`config.mk`:
```
export PLATFORM = sky130hd
export DESIGN_NAME = s100_io_cycle_flat
export DESIGN_NICKNAME = d
export VERILOG_FILES = /design/src/rtl/s100_pkg.sv /design/src/rtl/s100_io_cycle_if.sv /design/src/rtl/s100_cycle_timer.sv /design/src/rtl/s100_io_cycle.sv /design/src/flat_wrapper.sv
export SDC_FILE = /design/constraint.sdc
export NUM_CORES = 1
export LEC_CHECK = 0
export CAP_MARGIN = 20
export CELL_PAD_IN_SITES_DETAIL_PLACEMENT = 2
export CELL_PAD_IN_SITES_GLOBAL_PLACEMENT = 2
export CORE_MARGIN = 5
export CORE_UTILIZATION = 41
export CTS_CLUSTER_DIAMETER = 200
export DETAILED_ROUTE_END_ITERATION = 10
export DONT_BUFFER_PORTS = 1
export PLACE_DENSITY = 0.84
export SKIP_LAST_GASP = 1
export SYNTH_ARGS = -nofsm -noshare
export SYNTH_HDL_FRONTEND = slang
export SYNTH_SLANG_ARGS = --single-unit
```
`constraint.sdc`:
```
create_clock -name clock -period 4.94 [get_ports clock]
set_clock_uncertainty 0.15 [all_clocks]
set_input_delay 1.235 -clock clock [delete_from_list [all_inputs] [get_ports clock]]
set_output_delay 1.235 -clock clock [all_outputs]
set_load 0.02 [all_outputs]
```
`src/rtl/s100_pkg.sv`:
```
// Shared state encoding and default timing for the S100 I/O cycle engine.
package s100_pkg;

  typedef enum logic [2:0] {
    ST_IDLE,
    ST_SYNC,
    ST_STROBE,
    ST_WAITRDY,
    ST_DONE
  } state_e;

  localparam int DEF_SYNC_CYCLES    = 2;
  localparam int DEF_STROBE_CYCLES  = 4;
  localparam int DEF_TIMEOUT_CYCLES = 255;

  // A phase of n clocks ends on the edge that finds the timer at zero.
  function automatic logic [7:0] phase_load(input int n);
    return 8'(n - 1);
  endfunction

endpackage

```
`src/rtl/s100_io_cycle_if.sv`:
```
// Z80-side strobes and S100-side bus for the I/O cycle engine.
interface s100_io_cycle_if;
  logic       cpu_iorq_n, cpu_rd_n, cpu_wr_n, cpu_m1_n;
  logic [7:0] cpu_addr, cpu_dout;
  logic       int_port;
  logic       s100_rdy;
  logic [7:0] s100_din;
  logic       cpu_wait_n;
  logic       s_inp, s_out, p_sync, p_dbin, p_wr_n;
  logic [7:0] s100_addr, s100_dout, s100DataIn;
  logic       inPortcon_cs;
  logic       io_timeout;

  modport master (
    output cpu_iorq_n, cpu_rd_n, cpu_wr_n, cpu_m1_n, cpu_addr, cpu_dout,
           int_port, s100_rdy, s100_din,
    input  cpu_wait_n, s_inp, s_out, p_sync, p_dbin, p_wr_n,
           s100_addr, s100_dout, s100DataIn, inPortcon_cs, io_timeout
  );

  modport slave (
    input  cpu_iorq_n, cpu_rd_n, cpu_wr_n, cpu_m1_n, cpu_addr, cpu_dout,
           int_port, s100_rdy, s100_din,
    output cpu_wait_n, s_inp, s_out, p_sync, p_dbin, p_wr_n,
           s100_addr, s100_dout, s100DataIn, inPortcon_cs, io_timeout
  );
endinterface

```
`src/rtl/s100_cycle_timer.sv`:
```
// Loadable 8-bit down-counter; saturates at zero and flags it.
module s100_cycle_timer (
  input  logic       clock,
  input  logic       reset_n,
  input  logic       load,
  input  logic [7:0] load_val,
  input  logic       dec,
  output logic       zero
);
  logic [7:0] cnt_q, cnt_d;

  always_comb begin
    cnt_d = cnt_q;
    if (load)                     cnt_d = load_val;
    else if (dec && cnt_q != '0)  cnt_d = cnt_q - 8'd1;
  end

  always_ff @(posedge clock or negedge reset_n) begin
    if (!reset_n) cnt_q <= '0;
    else          cnt_q <= cnt_d;
  end

  assign zero = (cnt_q == 8'd0);
endmodule

```
`src/rtl/s100_io_cycle.sv`:
```
// Bridges Z80 I/O cycles onto the S100 bus: status, pSYNC, strobes, RDY wait
// with timeout, and read-data capture for the CPU data-in mux.
module s100_io_cycle import s100_pkg::*; #(
  parameter int SYNC_CYCLES    = DEF_SYNC_CYCLES,
  parameter int STROBE_CYCLES  = DEF_STROBE_CYCLES,
  parameter int TIMEOUT_CYCLES = DEF_TIMEOUT_CYCLES
) (
  input  logic          clock,
  input  logic          reset_n,
  s100_io_cycle_if.slave bus
);
  localparam logic [7:0] SYNC_LD    = phase_load(SYNC_CYCLES);
  localparam logic [7:0] STROBE_LD  = phase_load(STROBE_CYCLES);
  localparam logic [7:0] TIMEOUT_LD = phase_load(TIMEOUT_CYCLES);

  state_e     state_q, state_d;
  logic       rd_q, rd_d;
  logic       armed_q, armed_d;
  logic [7:0] addr_q, addr_d, dout_q, dout_d, din_q, din_d;
  logic       tmo_q, tmo_d;
  logic       wait_n_q, wait_n_d, s_inp_q, s_inp_d, s_out_q, s_out_d;
  logic       p_sync_q, p_sync_d, p_dbin_q, p_dbin_d, p_wr_n_q, p_wr_n_d;
  logic       cs_q, cs_d;
  logic       tmr_load, tmr_dec, tmr_zero;
  logic [7:0] tmr_val;
  logic       start, busy_d, strobe_d;

  s100_cycle_timer u_timer (
    .clock    (clock),
    .reset_n  (reset_n),
    .load     (tmr_load),
    .load_val (tmr_val),
    .dec      (tmr_dec),
    .zero     (tmr_zero)
  );

  // armed_q blocks a start until IORQ has been seen high after reset.
  assign start = armed_q && !bus.cpu_iorq_n && bus.cpu_m1_n && !bus.int_port &&
                 (bus.cpu_rd_n ^ bus.cpu_wr_n);

  always_comb begin
    state_d  = state_q;
    rd_d     = rd_q;
    addr_d   = addr_q;
    dout_d   = dout_q;
    din_d    = din_q;
    tmo_d    = tmo_q;
    armed_d  = armed_q | bus.cpu_iorq_n;
    tmr_load = 1'b0;
    tmr_dec  = 1'b0;
    tmr_val  = '0;
    unique case (state_q)
      ST_IDLE: if (start) begin
        state_d  = ST_SYNC;
        rd_d     = !bus.cpu_rd_n;
        addr_d   = bus.cpu_addr;
        if (bus.cpu_rd_n) dout_d = bus.cpu_dout;
        tmr_load = 1'b1;
        tmr_val  = SYNC_LD;
      end
      ST_SYNC: begin
        if (bus.cpu_iorq_n) state_d = ST_IDLE;
        else if (tmr_zero) begin
          state_d  = ST_STROBE;
          tmr_load = 1'b1;
          tmr_val  = STROBE_LD;
        end else tmr_dec = 1'b1;
      end
      // RDY is first sampled on the edge that ends the minimum strobe width,
      // so an already-ready bus sees exactly STROBE_CYCLES of strobe.
      ST_STROBE: begin
        if (bus.cpu_iorq_n) state_d = ST_IDLE;
        else if (tmr_zero) begin
          if (bus.s100_rdy) begin
            state_d = ST_DONE;
            if (rd_q) din_d = bus.s100_din;
          end else begin
            state_d  = ST_WAITRDY;
            tmr_load = 1'b1;
            tmr_val  = TIMEOUT_LD;
          end
        end else tmr_dec = 1'b1;
      end
      ST_WAITRDY: begin
        if (bus.cpu_iorq_n) state_d = ST_IDLE;
        else if (bus.s100_rdy) begin
          state_d = ST_DONE;
          if (rd_q) din_d = bus.s100_din;
        end else if (tmr_zero) begin
          state_d = ST_DONE;
          din_d   = 8'hFF;
          tmo_d   = 1'b1;
        end else tmr_dec = 1'b1;
      end
      ST_DONE: if (bus.cpu_iorq_n) state_d = ST_IDLE;
      default: state_d = ST_IDLE;
    endcase

    busy_d   = state_d inside {ST_SYNC, ST_STROBE, ST_WAITRDY};
    strobe_d = state_d inside {ST_STROBE, ST_WAITRDY};
    wait_n_d = !busy_d;
    s_inp_d  = (state_d != ST_IDLE) && rd_d;
    s_out_d  = (state_d != ST_IDLE) && !rd_d;
    p_sync_d = (state_d == ST_SYNC);
    p_dbin_d = strobe_d && rd_d;
    p_wr_n_d = !(strobe_d && !rd_d);
    cs_d     = (state_d == ST_DONE) && rd_d;
  end

  always_ff @(posedge clock or negedge reset_n) begin
    if (!reset_n) begin
      state_q  <= ST_IDLE;
      rd_q     <= 1'b0;
      armed_q  <= 1'b0;
      addr_q   <= '0;
      dout_q   <= '0;
      din_q    <= '0;
      tmo_q    <= 1'b0;
      wait_n_q <= 1'b1;
      s_inp_q  <= 1'b0;
      s_out_q  <= 1'b0;
      p_sync_q <= 1'b0;
      p_dbin_q <= 1'b0;
      p_wr_n_q <= 1'b1;
      cs_q     <= 1'b0;
    end else begin
      state_q  <= state_d;
      rd_q     <= rd_d;
      armed_q  <= armed_d;
      addr_q   <= addr_d;
      dout_q   <= dout_d;
      din_q    <= din_d;
      tmo_q    <= tmo_d;
      wait_n_q <= wait_n_d;
      s_inp_q  <= s_inp_d;
      s_out_q  <= s_out_d;
      p_sync_q <= p_sync_d;
      p_dbin_q <= p_dbin_d;
      p_wr_n_q <= p_wr_n_d;
      cs_q     <= cs_d;
    end
  end

  assign bus.cpu_wait_n   = wait_n_q;
  assign bus.s_inp        = s_inp_q;
  assign bus.s_out        = s_out_q;
  assign bus.p_sync       = p_sync_q;
  assign bus.p_dbin       = p_dbin_q;
  assign bus.p_wr_n       = p_wr_n_q;
  assign bus.s100_addr    = addr_q;
  assign bus.s100_dout    = dout_q;
  assign bus.s100DataIn   = din_q;
  assign bus.inPortcon_cs = cs_q;
  assign bus.io_timeout   = tmo_q;
endmodule

```
`src/flat_wrapper.sv`:
```
// flat-port wrapper written by rule: the top's interface ports become plain ports
module s100_io_cycle_flat import s100_pkg::*;
#(
  parameter int SYNC_CYCLES    = DEF_SYNC_CYCLES,
  parameter int STROBE_CYCLES  = DEF_STROBE_CYCLES,
  parameter int TIMEOUT_CYCLES = DEF_TIMEOUT_CYCLES
)
  (clock, reset_n, bus_cpu_iorq_n, bus_cpu_rd_n, bus_cpu_wr_n, bus_cpu_m1_n, bus_cpu_addr, bus_cpu_dout, bus_int_port, bus_s100_rdy, bus_s100_din, bus_cpu_wait_n, bus_s_inp, bus_s_out, bus_p_sync, bus_p_dbin, bus_p_wr_n, bus_s100_addr, bus_s100_dout, bus_s100DataIn, bus_inPortcon_cs, bus_io_timeout);
  s100_io_cycle_if bus_i ();
  input  logic clock;
  input  logic reset_n;
  input wire logic [$bits(bus_i.cpu_iorq_n)-1:0] bus_cpu_iorq_n;
  input wire logic [$bits(bus_i.cpu_rd_n)-1:0] bus_cpu_rd_n;
  input wire logic [$bits(bus_i.cpu_wr_n)-1:0] bus_cpu_wr_n;
  input wire logic [$bits(bus_i.cpu_m1_n)-1:0] bus_cpu_m1_n;
  input wire logic [$bits(bus_i.cpu_addr)-1:0] bus_cpu_addr;
  input wire logic [$bits(bus_i.cpu_dout)-1:0] bus_cpu_dout;
  input wire logic [$bits(bus_i.int_port)-1:0] bus_int_port;
  input wire logic [$bits(bus_i.s100_rdy)-1:0] bus_s100_rdy;
  input wire logic [$bits(bus_i.s100_din)-1:0] bus_s100_din;
  output wire logic [$bits(bus_i.cpu_wait_n)-1:0] bus_cpu_wait_n;
  output wire logic [$bits(bus_i.s_inp)-1:0] bus_s_inp;
  output wire logic [$bits(bus_i.s_out)-1:0] bus_s_out;
  output wire logic [$bits(bus_i.p_sync)-1:0] bus_p_sync;
  output wire logic [$bits(bus_i.p_dbin)-1:0] bus_p_dbin;
  output wire logic [$bits(bus_i.p_wr_n)-1:0] bus_p_wr_n;
  output wire logic [$bits(bus_i.s100_addr)-1:0] bus_s100_addr;
  output wire logic [$bits(bus_i.s100_dout)-1:0] bus_s100_dout;
  output wire logic [$bits(bus_i.s100DataIn)-1:0] bus_s100DataIn;
  output wire logic [$bits(bus_i.inPortcon_cs)-1:0] bus_inPortcon_cs;
  output wire logic [$bits(bus_i.io_timeout)-1:0] bus_io_timeout;
  assign bus_i.cpu_iorq_n = bus_cpu_iorq_n;
  assign bus_i.cpu_rd_n = bus_cpu_rd_n;
  assign bus_i.cpu_wr_n = bus_cpu_wr_n;
  assign bus_i.cpu_m1_n = bus_cpu_m1_n;
  assign bus_i.cpu_addr = bus_cpu_addr;
  assign bus_i.cpu_dout = bus_cpu_dout;
  assign bus_i.int_port = bus_int_port;
  assign bus_i.s100_rdy = bus_s100_rdy;
  assign bus_i.s100_din = bus_s100_din;
  assign bus_cpu_wait_n = bus_i.cpu_wait_n;
  assign bus_s_inp = bus_i.s_inp;
  assign bus_s_out = bus_i.s_out;
  assign bus_p_sync = bus_i.p_sync;
  assign bus_p_dbin = bus_i.p_dbin;
  assign bus_p_wr_n = bus_i.p_wr_n;
  assign bus_s100_addr = bus_i.s100_addr;
  assign bus_s100_dout = bus_i.s100_dout;
  assign bus_s100DataIn = bus_i.s100DataIn;
  assign bus_inPortcon_cs = bus_i.inPortcon_cs;
  assign bus_io_timeout = bus_i.io_timeout;
  s100_io_cycle #(.SYNC_CYCLES(SYNC_CYCLES), .STROBE_CYCLES(STROBE_CYCLES), .TIMEOUT_CYCLES(TIMEOUT_CYCLES)) u_core (.clock(clock), .reset_n(reset_n), .bus(bus_i));
endmodule
```
### Yosys cells after proc, flatten, opt, wreduce, memory -nomap -nowiden

Cells that the tools add are included.
W data, S select, Z words.

* bits in registers: 45
* input bits: 32
* word-level logic and storage cells: 104
* bits in read-only memories: 0
* output and inout port bits: 32
* bits in latches: 0
* bits in writable memories: 0
* memories kept: 0

* shift operators: 0
* muxes and demuxes: 42
* div/mod/pow operators: 0
* eq/ne operators: 13
* bitwise logic cells: 4
* reduce and logical (&&, ||, !) cells: 29
* add/sub/neg operators: 1
* multipliers: 0
* $lt $le $gt $ge: 0

Operators with widths (count)
* $mux W8: 13
* $mux W3: 10
* $pmux W8 S3: 1
* $pmux W8 S2: 1
* $pmux W3 S5: 1
* $mux W1: 13
* $eq A3 B2 Y1 const B: 4
* $logic_and A1 B1 Y1: 10
* $logic_not A8 Y1: 1
* $reduce_bool A8 Y1: 1
* $sub A8 B1 Y8 const B: 1
* $eq A3 B1 Y1 const B: 2
* $eq A3 B3 Y1 const B: 2
* $logic_not A1 Y1: 6
* $ne A2 B2 Y1 const B: 3
* $reduce_and A6 Y1: 1
* $reduce_bool A2 Y1: 3
* $reduce_bool A3 Y1: 2
* $reduce_and A4 Y1: 1
* $logic_not A3 Y1: 1
* $ne A3 B2 Y1 const B: 1
* $pmux W1 S3: 1
* $reduce_and A3 Y1: 1
* $mux W2: 1
* other kinds (7): 8

### Depth between registers and ports, before layout

Gate-level depths: netlist (run 1).

* depth after elaboration: 11
* gate-level depth with buffers: 8
* gate-level depth less buffers: 7

### By module

From an unflattened synthesis (run 1), not the netlist that was laid out.

* cell total of the unflattened synthesis: 182
* area total of the unflattened synthesis: 2090.8 um^2

By module, submodules not included
* s100_io_cycle: cells an instance 124, seq. area each 928.4 um^2, instances 1, area an instance 1562.7 um^2
* s100_cycle_timer: cells an instance 58, seq. area each 200.2 um^2, instances 1, area an instance 528.0 um^2

### Worst setup path before layout (run 1)

Ideal clock, no wire load.

* path kind: input port to flip-flop
* start: input bus_cpu_iorq_n
* end: register u_core.s_out_q, in the netlist u_core.bus.s_out
* required time: 4717 ps
* cell stages on the path: 5
* library setup time: 73 ps
* slack: 2256 ps
* data arrival time: 2461 ps
* path buffers: 1
* cell sequence: or3_1 > or2_1 > buf_2 > mux2i_2 > nor2b_1

* longest elaborated chain between the ends: 9
* elaborated cells on any way between the ends: 16
* classes of those cells: 8 x mux; 8 x reduce/logical

RTL lines
* start, declared: line flat_wrapper.sv:12 `input wire logic [$bits(bus_i.cpu_iorq_n)-1:0] bus_cpu_iorq_n;`
* $logic_not A1 Y1: line s100_io_cycle.sv:38 `assign start = armed_q && !bus.cpu_iorq_n && bus.cpu_m1_n && !bus.int_port &&`
* $logic_and A1 B1 Y1 (4 in series): line s100_io_cycle.sv:38
* $mux W3 or $mux W1 (tied branches): line s100_io_cycle.sv:53 `ST_IDLE: if (start) begin`
* $pmux W3 S5 or $mux W1 (tied branches): line s100_io_cycle.sv:52 `unique case (state_q)`
* $reduce_bool A3 Y1 or $logic_not A1 Y1 (tied branches): line s100_io_cycle.sv:103 `s_out_d = (state_d != ST_IDLE) && !rd_d;`
* $logic_and A1 B1 Y1 *: line s100_io_cycle.sv:103
* named net u_core.s_out_d: line s100_io_cycle.sv:21 `logic wait_n_q, wait_n_d, s_inp_q, s_inp_d, s_out_q, s_out_d;`
* end signal, assigned: line s100_io_cycle.sv:136 `s_out_q <= s_out_d;`
* end, declared: line s100_io_cycle.sv:21

Mark *: on every way through the listed nets, which the timed path passes. The rest lies on a longest branch.
A chain may end at the register's enable or synchronous reset.

### Worst setup path after layout (run 1)

* start: input bus_cpu_iorq_n
* end: register u_core.dout_q[4], in the netlist u_core.bus.s100_dout[4]

* longest elaborated chain between the ends: 6

RTL lines
* $logic_not A1 Y1: line s100_io_cycle.sv:38
* $logic_and A1 B1 Y1 (4 in series): line s100_io_cycle.sv:38
* $reduce_and A3 Y1 (no line)
* end signal, assigned: line s100_io_cycle.sv:131 `dout_q <= dout_d;`
* end, declared: line s100_io_cycle.sv:19 `logic [7:0] addr_q, addr_d, dout_q, dout_d, din_q, din_d;`

Every way passes these cells.

==> impl_metrics.json, run 1 <==
{
  "syn_inst": 191,
  "highest_layer": "met4",
  "fin_setup_tns_ps": 0,
  "io_buffers": 0,
  "dieHeight_um": 80.9,
  "drtIter0Drc": 41,
  "powerDensity_mw_per_mm2": 456,
  "maxCapViolations": 0,
  "gp_congestion": 0.770,
  "wl_per_cell_um": 22.9,
  "overflow": 0,
  "instances_no_fill": 261,
  "io_pins": 64,
  "synth-edff-count": 0,
  "vdd_drop_max_mv": 0.195,
  "rrSetupSlack_ps": 2240,
  "whs_ps": 367,
  "grt_pass1_vias": 1693,
  "max_slew_margin_pct": 42.2,
  "synthesis.nets": 224,
  "detail_route.first_pass.iterations": 4,
  "htree_levels": 2,
  "worstSetupEndpoint": "u_core.bus.s100_dout[4]",
  "synth_area_mm2": 0.00206,
  "antenna_left": 0,
  "status": "finished, final reports clean",
  "n_fill_cell": 504,
  "die_x_um": 80.9,
  "power_leakage_nw": 1.07,
  "placedCellCount": 253,
  "cp-end-kind": "flop",
  "postCtsResizedCells": 0,
  "n_antenna_cell": 0,
  "wl_met1_um": 2170,
  "clkLatencyLatePin_ps": 300,
  "min_period_over_period_pct": 61.5,
  "period_minus_slack_ps": 3040,
  "grt_max_degree": 46,
  "root_buffer": "clkbuf_8",
  "place_ws_ps": 1550,
  "start_util_pct": 43.0,
  "dieArea_mm2": 0.00654,
  "wirelength_um": 5970,
  "rows": 25,
  "dp_hpwl_um": 4470,
  "rsz0062_at_grt": "false",
  "r2r_end": "u_core.bus.s100_dout[4]",
  "layout_setup_ws_ps": 1900,
  "cts-hold-fix-buffers": 0,
  "finalHoldViolCount": 0,
  "final_nets": 226,
  "async_flop_share_pct": 100,
  "numCtsBuffers": 5,
  "routed_via_density": 5.65,
  "path_clk_slew_ps": 80,
  "clk_path_buf_depth": 2,
  "dr_wl_met3_um": 316,
  "finalPower_mw": 1.02,
  "crit_path_max_fanout": 11,
  "drc": 0,
  "ys_seq_area_share_pct": 54.8,
  "worstSetupStartpointType": "input pin",
  "ys_dominant_reg_cell": "dfrtp_1",
  "worst_pin_slew_ps": 860,
  "core-area_mm2": 0.00479,
  "r2r_cells": 4,
  "via_count": 1475,
  "area_delta_synth_final_pct": 8.15,
  "critPathRequiredTime_ps": 4970,
  "max_freq_ghz": 0.329,
  "met2WireLength_um": 3410,
  "antenna_found_initial": 0,
  "clock_sinks": 45,
  "drive_above_1_share_pct": 13.9,
  "synth_cell_types": 48,
  "cts_tree": "done",
  "post-cts-setup-buffer-count": 0,
  "yosysWarnings": 0,
  "critical_path_arrival_ps": 3070,
  "track_usage_pct": 19.2,
  "setup_viol": 0,
  "critPathLaunch": "bus_cpu_iorq_n",
  "r2r_start": "u_core.state_q[1]",
  "grt_pass1_wl_um": 9320,
  "syn_avg_cell_area_um2": 10.8,
  "ys_ff_latch": 45,
  "drv_slew": 0,
  "hp-class": "flop to flop",
  "critPathKind": "input pin to flop"
}
-- stage by stage --
| step | area (µm²) | utilization, % |
|---|---|---|
| after floorplan | 2060 | - |
| after global placement | 2110 | 44.2 |
| after detailed placement | 2110 | 44.2 |
| after CTS | 2230 | 46.5 |
| after global routing | 2230 | 46.5 |
| final | 2230 | 46.5 |
-- synthesized netlist by cell type (3+ instances only) --
master     n  area, µm²
dfrtp_1   43       1080
nor2b_1    4       25.0
a311oi_1   5       43.8
mux2i_1    8       80.1
a21oi_1    9       45.0
o21ai_0    3       15.0
or3_1      4       25.0
nand2_1   41        154
mux2_2     8       90.1
a221oi_1   3       26.3
nand3_1    3       15.0
inv_1      6       22.5
nor2_1     6       22.5
nor3_1     5       25.0
-- per-layer routing --
layer | vias to the layer above | global-route usage (%)
met4 | 0 | 5.57
met3 | 7 | 4.43
li1 | 678 | -
met5 | - | 0
met2 | 45 | 37.5
met1 | 745 | 20.3
-- registers in the layout (all words and copies together) (netlist names), 3 cells and up --
| signal | count |
|---|---|
| u_core.bus.s100DataIn | 8 |
| u_core.bus.s100_dout | 8 |
| u_core.state_q | 3 |
| u_core.u_timer.cnt_q | 8 |
| u_core.bus.s100_addr | 8 |
-- worst min path at each step --
| stage | startpoint | end | slack [ps] | depth (start not counted) |
|---|---|---|---|---|
| 4_1_cts | u_core.armed_q | u_core.armed_q | 370 | 1 |
| 6_report | u_core.armed_q | u_core.armed_q | 370 | 1 |
| 3_3_place_gp | u_core.armed_q | u_core.armed_q | 360 | 1 |
| 2_1_floorplan | u_core.armed_q | u_core.armed_q | 280 | 1 |
| 3_5_place_dp | u_core.armed_q | u_core.armed_q | 330 | 1 |
| 5_1_grt | u_core.armed_q | u_core.armed_q | 370 | 1 |
-- cell usage in the layout, fill, tap and decap left out, types with 3 or more instances in the layout --
master     n
dfrtp_1   43
nand2_1   41
a21oi_1    9
mux2i_1    8
mux2_2     8
inv_1      6
nor2_1     6
nor3_1     5
a311oi_1   5
clkbuf_8   5
or3_1      4
nor2b_1    4
o21ai_0    3
nand3_1    3
a221oi_1   3
-- logic make-up (layout without fill, tap and decap cells) --
group | after synthesis | count (layout) | synth area share [%]
AO/OA/AOI/OAI | 31 | 31 | 11.1
XOR/XNOR | 2 | 2 | 0.851
adder cells (fa/ha/maj) | 1 | 1 | 0.608
buffers and inverters | 11 | 14 | 2.43
flip-flops | 45 | 45 | 54.8
multiplexers | 17 | 17 | 8.94
AND/OR/NAND/NOR | 84 | 84 | 21.3
-- area by class of cell --
| class | count | area (µm²) | share of cell area (%) |
|---|---|---|---|
| Sequential cell | 45 | 1130 | 50.7 |
| Multi-Input combinational cell | 135 | 880 | 39.5 |
| Tap cell | 67 | 83.8 | 3.77 |
| Clock buffer | 6 | 72.6 | 3.26 |
| Clock inverter | 2 | 38.8 | 1.74 |
| Inverter | 6 | 22.5 | 1.01 |
-- critical path: stages --
cell	delay (ps)
or3_1	440
nor2_1	610
nand2_1	400
mux2_2	380
-- power breakdown --
group	internal, mW	switching [mW]	total (mW)
Sequential	0.444	0.139	0.582
Combinational	0.0738	0.0759	0.150
Clock	0.152	0.131	0.283
Total	0.669	0.346	1.02
Power figures use the tool's default switching activity.
==> run 2: changes to the inputs <==
--- a/config.mk
+++ b/config.mk
@@ -9,11 +9,11 @@
 export CELL_PAD_IN_SITES_DETAIL_PLACEMENT = 2
 export CELL_PAD_IN_SITES_GLOBAL_PLACEMENT = 2
 export CORE_MARGIN = 5
-export CORE_UTILIZATION = 41
+export CORE_UTILIZATION = 38
 export CTS_CLUSTER_DIAMETER = 200
 export DETAILED_ROUTE_END_ITERATION = 10
 export DONT_BUFFER_PORTS = 1
-export PLACE_DENSITY = 0.84
+export PLACE_DENSITY = 0.78
 export SKIP_LAST_GASP = 1
 export SYNTH_ARGS = -nofsm -noshare
 export SYNTH_HDL_FRONTEND = slang
==> constraint.sdc (replaced) <==
create_clock -name clock -period 3.04 [get_ports clock]
set_clock_uncertainty 0.15 [all_clocks]
set_input_delay 0.76 -clock clock [delete_from_list [all_inputs] [get_ports clock]]
set_output_delay 0.76 -clock clock [all_outputs]
set_load 0.02 [all_outputs]
==> impl_metrics.json, run 2 (synthesis results as in run 1) <==
{
  "detail_route.first_pass.iterations": 4,
  "combPwrFrac_pct": 16.3,
  "hp-class": "input pin to asynchronous set/reset pin",
  "worst_pin_slew_ps": 594,
  "die_x_um": 83.6,
  "core-area_mm2": 0.00517,
  "root_buffer": "clkbuf_8",
  "layout_setup_ws_ps": 448,
  "post-cts-setup-buffer-count": 0,
  "drv_slew": 0,
  "io_pins": 64,
  "grt_max_degree": 44,
  "cts-hold-fix-buffers": 1,
  "critPathRequiredTime_ps": 3060,
  "htree_levels": 2,
  "critical_path_arrival_ps": 2610,
  "numCtsBuffers": 5,
  "final_cell_mix": "dfrtp_1 (43), nand2_1 (41), a21oi_1 (9)",
  "rsz0062_at_grt": "false",
  "cp-end-kind": "flop",
  "antenna_left": 0,
  "rows": 26,
  "setup_viol": 0,
  "place_ws_ps": 471,
  "max_slew_margin_pct": 60.4,
  "instances_no_fill": 267,
  "grt_pass1_vias": 1735,
  "dieHeight_um": 83.6,
  "wirelength_um": 5730,
  "clkPwrFrac_pct": 23.9,
  "critPathKind": "flop to flop",
  "power_leakage_nw": 1.08,
  "maxCapViolations": 0,
  "io_buffers": 0,
  "powerDensity_mw_per_mm2": 701,
  "switchingPower_mw": 0.568,
  "path_clk_slew_ps": 90,
  "clk_path_buf_depth": 2,
  "cts_tree": "done",
  "start_util_pct": 39.8,
  "placedCellCount": 258,
  "n_antenna_cell": 0,
  "clkLatencyLatePin_ps": 300,
  "grt_pass1_wl_um": 9580,
  "status": "finished, final reports clean",
  "drive_above_1_share_pct": 15.7,
  "min_period_over_period_pct": 85.3,
  "worstSetupStartpointType": "flop",
  "period_minus_slack_ps": 2590,
  "fin_setup_tns_ps": 0,
  "antenna_found_initial": 0,
  "dieArea_mm2": 0.00699,
  "wl_per_cell_um": 21.5,
  "gp_congestion": 0.818,
  "final_nets": 229,
  "seqPwrFrac_pct": 59.8,
  "final_common_cell": "dfrtp_1",
  "finalHoldViolCount": 0,
  "area_delta_synth_final_pct": 9.36,
  "p_sw_share_pct": 36.0,
  "via_count": 1478,
  "routed_via_density": 5.54,
  "dp_hpwl_um": 4280,
  "internal-power_mw": 1.01,
  "max_freq_ghz": 0.386,
  "clock_sinks": 45,
  "drtIter0Drc": 71,
  "postCtsResizedCells": 0,
  "crit_path_max_fanout": 8,
  "track_usage_pct": 17.2,
  "vdd_drop_max_mv": 0.400,
  "drc": 0,
  "overflow": 0
}
run 2: cell count changes in the layout (fill, tap and decap cells not counted):
| cell | delta |
|---|---|
| clkbuf_1 | -1 |
| clkinv_4 | -1 |
| bufinv_16 | -1 |
| buf_16 | +1 |
| inv_6 | +1 |
| clkinv_2 | +1 |
| clkinvlp_4 | +1 |
| buf_4 | +2 |
run 2: worst paths after layout:
| kind | startpoint | cells past startpoint | end | slack (ps) |
|---|---|---|---|---|
| setup / recovery | u_core.u_timer.cnt_q[0] | 7 | u_core.bus.s100DataIn[0] | 450 |
| hold / removal | reset_n | 1 | u_core.u_timer.cnt_q[5] | 130 |
| setup reg to reg | u_core.u_timer.cnt_q[0] | 7 | u_core.bus.s100DataIn[0] | 450 |
| hold reg to reg | u_core.armed_q | 1 | u_core.armed_q | 340 |
| max in group asynchronous | reset_n | 1 | u_core.rd_q | 2390 |
| min in group clock | u_core.armed_q | 1 | u_core.armed_q | 340 |
run 2: stage by stage:
stage	util [%]	instance area [µm²]	hold slack, ps	total power, mW
global placement	41.2	2130	294	1.17
floorplan	-	2060	279	1.11
global route	43.5	2250	119	1.68
CTS	43.5	2250	135	1.60
detailed placement	41.2	2130	316	1.20
finish	43.5	2250	126	1.58
run 2: area by class of cell:
class | instances | area (µm²)
clock inverters | 3 | 21.3
clock buffers | 5 | 68.8
flip-flops and latches | 45 | 1130
well taps | 70 | 87.6
inverters | 6 | 22.5
repair buffers | 3 | 42.5
fillers | 539 | 2920
multi-input cells | 135 | 880
run 2: critical path: stages, from the launching register on:
cell     delay (ps)
dfrtp_1         470
inv_1            90
ha_1            200
or3b_2          560
o31ai_4         360
nand4_4         260
mux2i_1         260
nand2_1         100
run 2: power groups by stage:
stage	sequential (mW)	combinational (mW)	clock, mW
after floorplan	0.908	0.201	0
after global placement	0.946	0.228	0
after detailed placement	0.958	0.246	0
after CTS	0.946	0.264	0.394
after global routing	0.960	0.299	0.419
final	0.943	0.257	0.377
run 2: layer usage:
layer	track usage, %	up-vias	wire length, µm
met4	3.51	0	53
met3	4.74	6	297
met1	19.0	745	2190
met5	0	-	0
met2	32.5	41	3200
li1	-	686	-
==> run 3: changes to the inputs <==
--- a/config.mk
+++ b/config.mk
@@ -5,15 +5,16 @@
 export SDC_FILE = /design/constraint.sdc
 export NUM_CORES = 1
 export LEC_CHECK = 0
+export ABC_AREA = 1
 export CAP_MARGIN = 20
 export CELL_PAD_IN_SITES_DETAIL_PLACEMENT = 2
 export CELL_PAD_IN_SITES_GLOBAL_PLACEMENT = 2
 export CORE_MARGIN = 5
-export CORE_UTILIZATION = 38
+export CORE_UTILIZATION = 36
 export CTS_CLUSTER_DIAMETER = 200
 export DETAILED_ROUTE_END_ITERATION = 10
 export DONT_BUFFER_PORTS = 1
-export PLACE_DENSITY = 0.78
+export PLACE_DENSITY = 0.79
 export SKIP_LAST_GASP = 1
 export SYNTH_ARGS = -nofsm -noshare
 export SYNTH_HDL_FRONTEND = slang
==> impl_metrics.json, run 3 <==
{
  "track_usage_pct": 14.9,
  "slowest_delay_ps": 580,
  "setup_viol": 0,
  "grt_max_degree": 44,
  "worstSetupStartpointType": "flop",
  "wirelength_um": 5560,
  "n_fill_cell": 675,
  "powerDensity_mw_per_mm2": 736,
  "grt_pass1_wl_um": 8830,
  "dieArea_mm2": 0.00780,
  "io_buffers": 0,
  "n_antenna_cell": 0,
  "area_delta_synth_final_pct": 7.81,
  "root_buffer": "clkbuf_8",
  "crit_path_max_fanout": 16,
  "ys_dominant_reg_cell": "dfrtp_1",
  "final_cell_mix": "nand2_1 (57), dfrtp_1 (43), nor2_1 (39)",
  "overflow": 0,
  "drtIter0Drc": 58,
  "drc": 0,
  "routed_via_density": 5.02,
  "synthesis.nets": 289,
  "synth_cell_types": 30,
  "power_leakage_nw": 1.18,
  "fin_setup_tns_ps": 0,
  "gp_congestion": 0.791,
  "critical_path_arrival_ps": 2310,
  "clkLatencyLatePin_ps": 300,
  "status": "finished, final reports clean",
  "crit_slowest_cell": "nor3b_4",
  "clock_sinks": 45,
  "maxCapViolations": 0,
  "synth-edff-count": 0,
  "cts_tree": "done",
  "detail_route.first_pass.iterations": 3,
  "period_minus_slack_ps": 2220,
  "yosysWarnings": 0,
  "rows": 28,
  "critPathKind": "flop to flop",
  "grt_pass1_vias": 1822,
  "ys_seq_area_share_pct": 51.1,
  "synth_area_leader_cell": "dfrtp_1",
  "yosysMostFrequentCell": "nand2_1",
  "clk_path_buf_depth": 2,
  "cp_common_cell": "nand2_1",
  "finalHoldViolCount": 0,
  "yosys-top-cells-area": "dfrtp_1 (49%), nand2_1 (9.7%), nor2_1 (6.6%)",
  "max_freq_ghz": 0.450,
  "drv_slew": 0,
  "min_period_over_period_pct": 73.1,
  "cp-end-kind": "flop",
  "antenna_found_initial": 0,
  "start_util_pct": 37.1,
  "drive_above_1_share_pct": 14.3,
  "vdd_drop_max_mv": 0.323,
  "hp-class": "input pin to asynchronous set/reset pin",
  "worst_pin_slew_ps": 656,
  "fin_area_mm2": 0.00238,
  "path_clk_slew_ps": 80,
  "post-cts-setup-buffer-count": 0,
  "via_count": 1678,
  "syn_avg_cell_area_um2": 8.63,
  "final_nets": 291,
  "critPathRequiredTime_ps": 3120,
  "wl_per_cell_um": 16.7,
  "async_flop_share_pct": 100,
  "syn_inst": 256,
  "die_x_um": 88.3,
  "ys_ff_latch": 45,
  "rsz0062_at_grt": "false",
  "crit_path_cell_trace": "inv_1, ha_1, nand2_2, nor2_8, inv_2, nand2_1, nor3b_4, nand2_1, o21ai_2",
  "dpl_cell_area_mm2": 0.00227,
  "netlist_top_cells_count": "nand2_1 (57), dfrtp_1 (43), nor2_1 (39)",
  "synth_top_area_share_pct": 48.7,
  "core-area_mm2": 0.00596,
  "max_slew_margin_pct": 56.3,
  "dieHeight_um": 88.3,
  "htree_levels": 2,
  "io_pins": 64,
  "numCtsBuffers": 5,
  "dp_hpwl_um": 4040,
  "synth_area_mm2": 0.00221,
  "final_common_cell": "nand2_1",
  "antenna_left": 0
}
==> run 3: cell types whose count changed after synthesis, moves of 8 or more <==
cell	delta
nand3_1	+9
o221ai_1	+8
nor2_1	+33
inv_1	+27
nand2_1	+16
mux2i_1	-8
==> run 3: logic make-up after synthesis <==
family,synth area share (%)
xor+xnor,1.98
simple gates,25.8
flops,51.1
compound gates,9.29
mux,4.08
fa+ha+maj,0.566
buf+inv,7.25
==> run 3: what timing repair did <==
action,CTS,global route
setup endpoints to repair,0,0
gates resized for setup,0,0
hold endpoints to repair,43,0
hold buffers,1,0
==> run 3: worst paths after layout <==
| path | startpoint | slack, ps | depth (start not counted) | end |
|---|---|---|---|---|
| min in group clock | u_core.armed_q | 330 | 1 | u_core.armed_q |
| hold reg to reg | u_core.armed_q | 330 | 1 | u_core.armed_q |
| max in group asynchronous | reset_n | 2380 | 1 | u_core.state_q[2] |
| setup reg to reg | u_core.u_timer.cnt_q[0] | 820 | 9 | u_core.bus.s100DataIn[4] |
| setup / recovery | u_core.u_timer.cnt_q[0] | 820 | 9 | u_core.bus.s100DataIn[4] |
| hold / removal | reset_n | 130 | 1 | u_core.u_timer.cnt_q[6] |
==> run 3: metal layers <==
layer	track usage, %	vias to the layer above	part of all wire [%]
li1	-	812	-
met1	16.6	824	41
met2	27.1	36	52
met3	4.10	6	5.7
met4	4.95	0	1.4
met5	0	-	0
==> run 3: layout make-up <==
cell class                      instances  area (µm²)  share of cell area [%]
Sequential cell                        45        1130                    47.4
Multi-Input combinational cell        171         921                    38.7
Inverter                               34         128                    5.36
Tap cell                               75        93.8                    3.94
Clock buffer                            7        76.3                    3.20
Timing Repair Buffer                    1        27.5                    1.16
Clock inverter                          1        7.51                   0.315
==> run 3: power by group <==
group | switching (mW) | internal (mW)
logic | 0.291 | 0.203
registers | 0.184 | 0.711
clock network | 0.202 | 0.163
==> run 3: critical path, delay by kind of cell, from the launching register on <==
kind            cells  cell delay [ps]
fa+ha+maj           1              270
compound gates      1               80
flops               1              380
simple gates        5             1130
buf+inv             2              140
==> run 3: stage by stage <==
| stage | util [%] | hold WS [ps] | std cells | setup slack [ps] | power (mW) |
|---|---|---|---|---|---|
| after floorplan | - | 287 | 256 | 1120 | 1.28 |
| after global placement | 38.1 | 302 | 325 | 633 | 1.38 |
| after detailed placement | 38.1 | 306 | 325 | 532 | 1.40 |
| after CTS | 40.0 | 129 | 334 | 774 | 1.80 |
| after global routing | 40.0 | 118 | 334 | 589 | 1.89 |
| final | 40.0 | 128 | 334 | 817 | 1.75 |
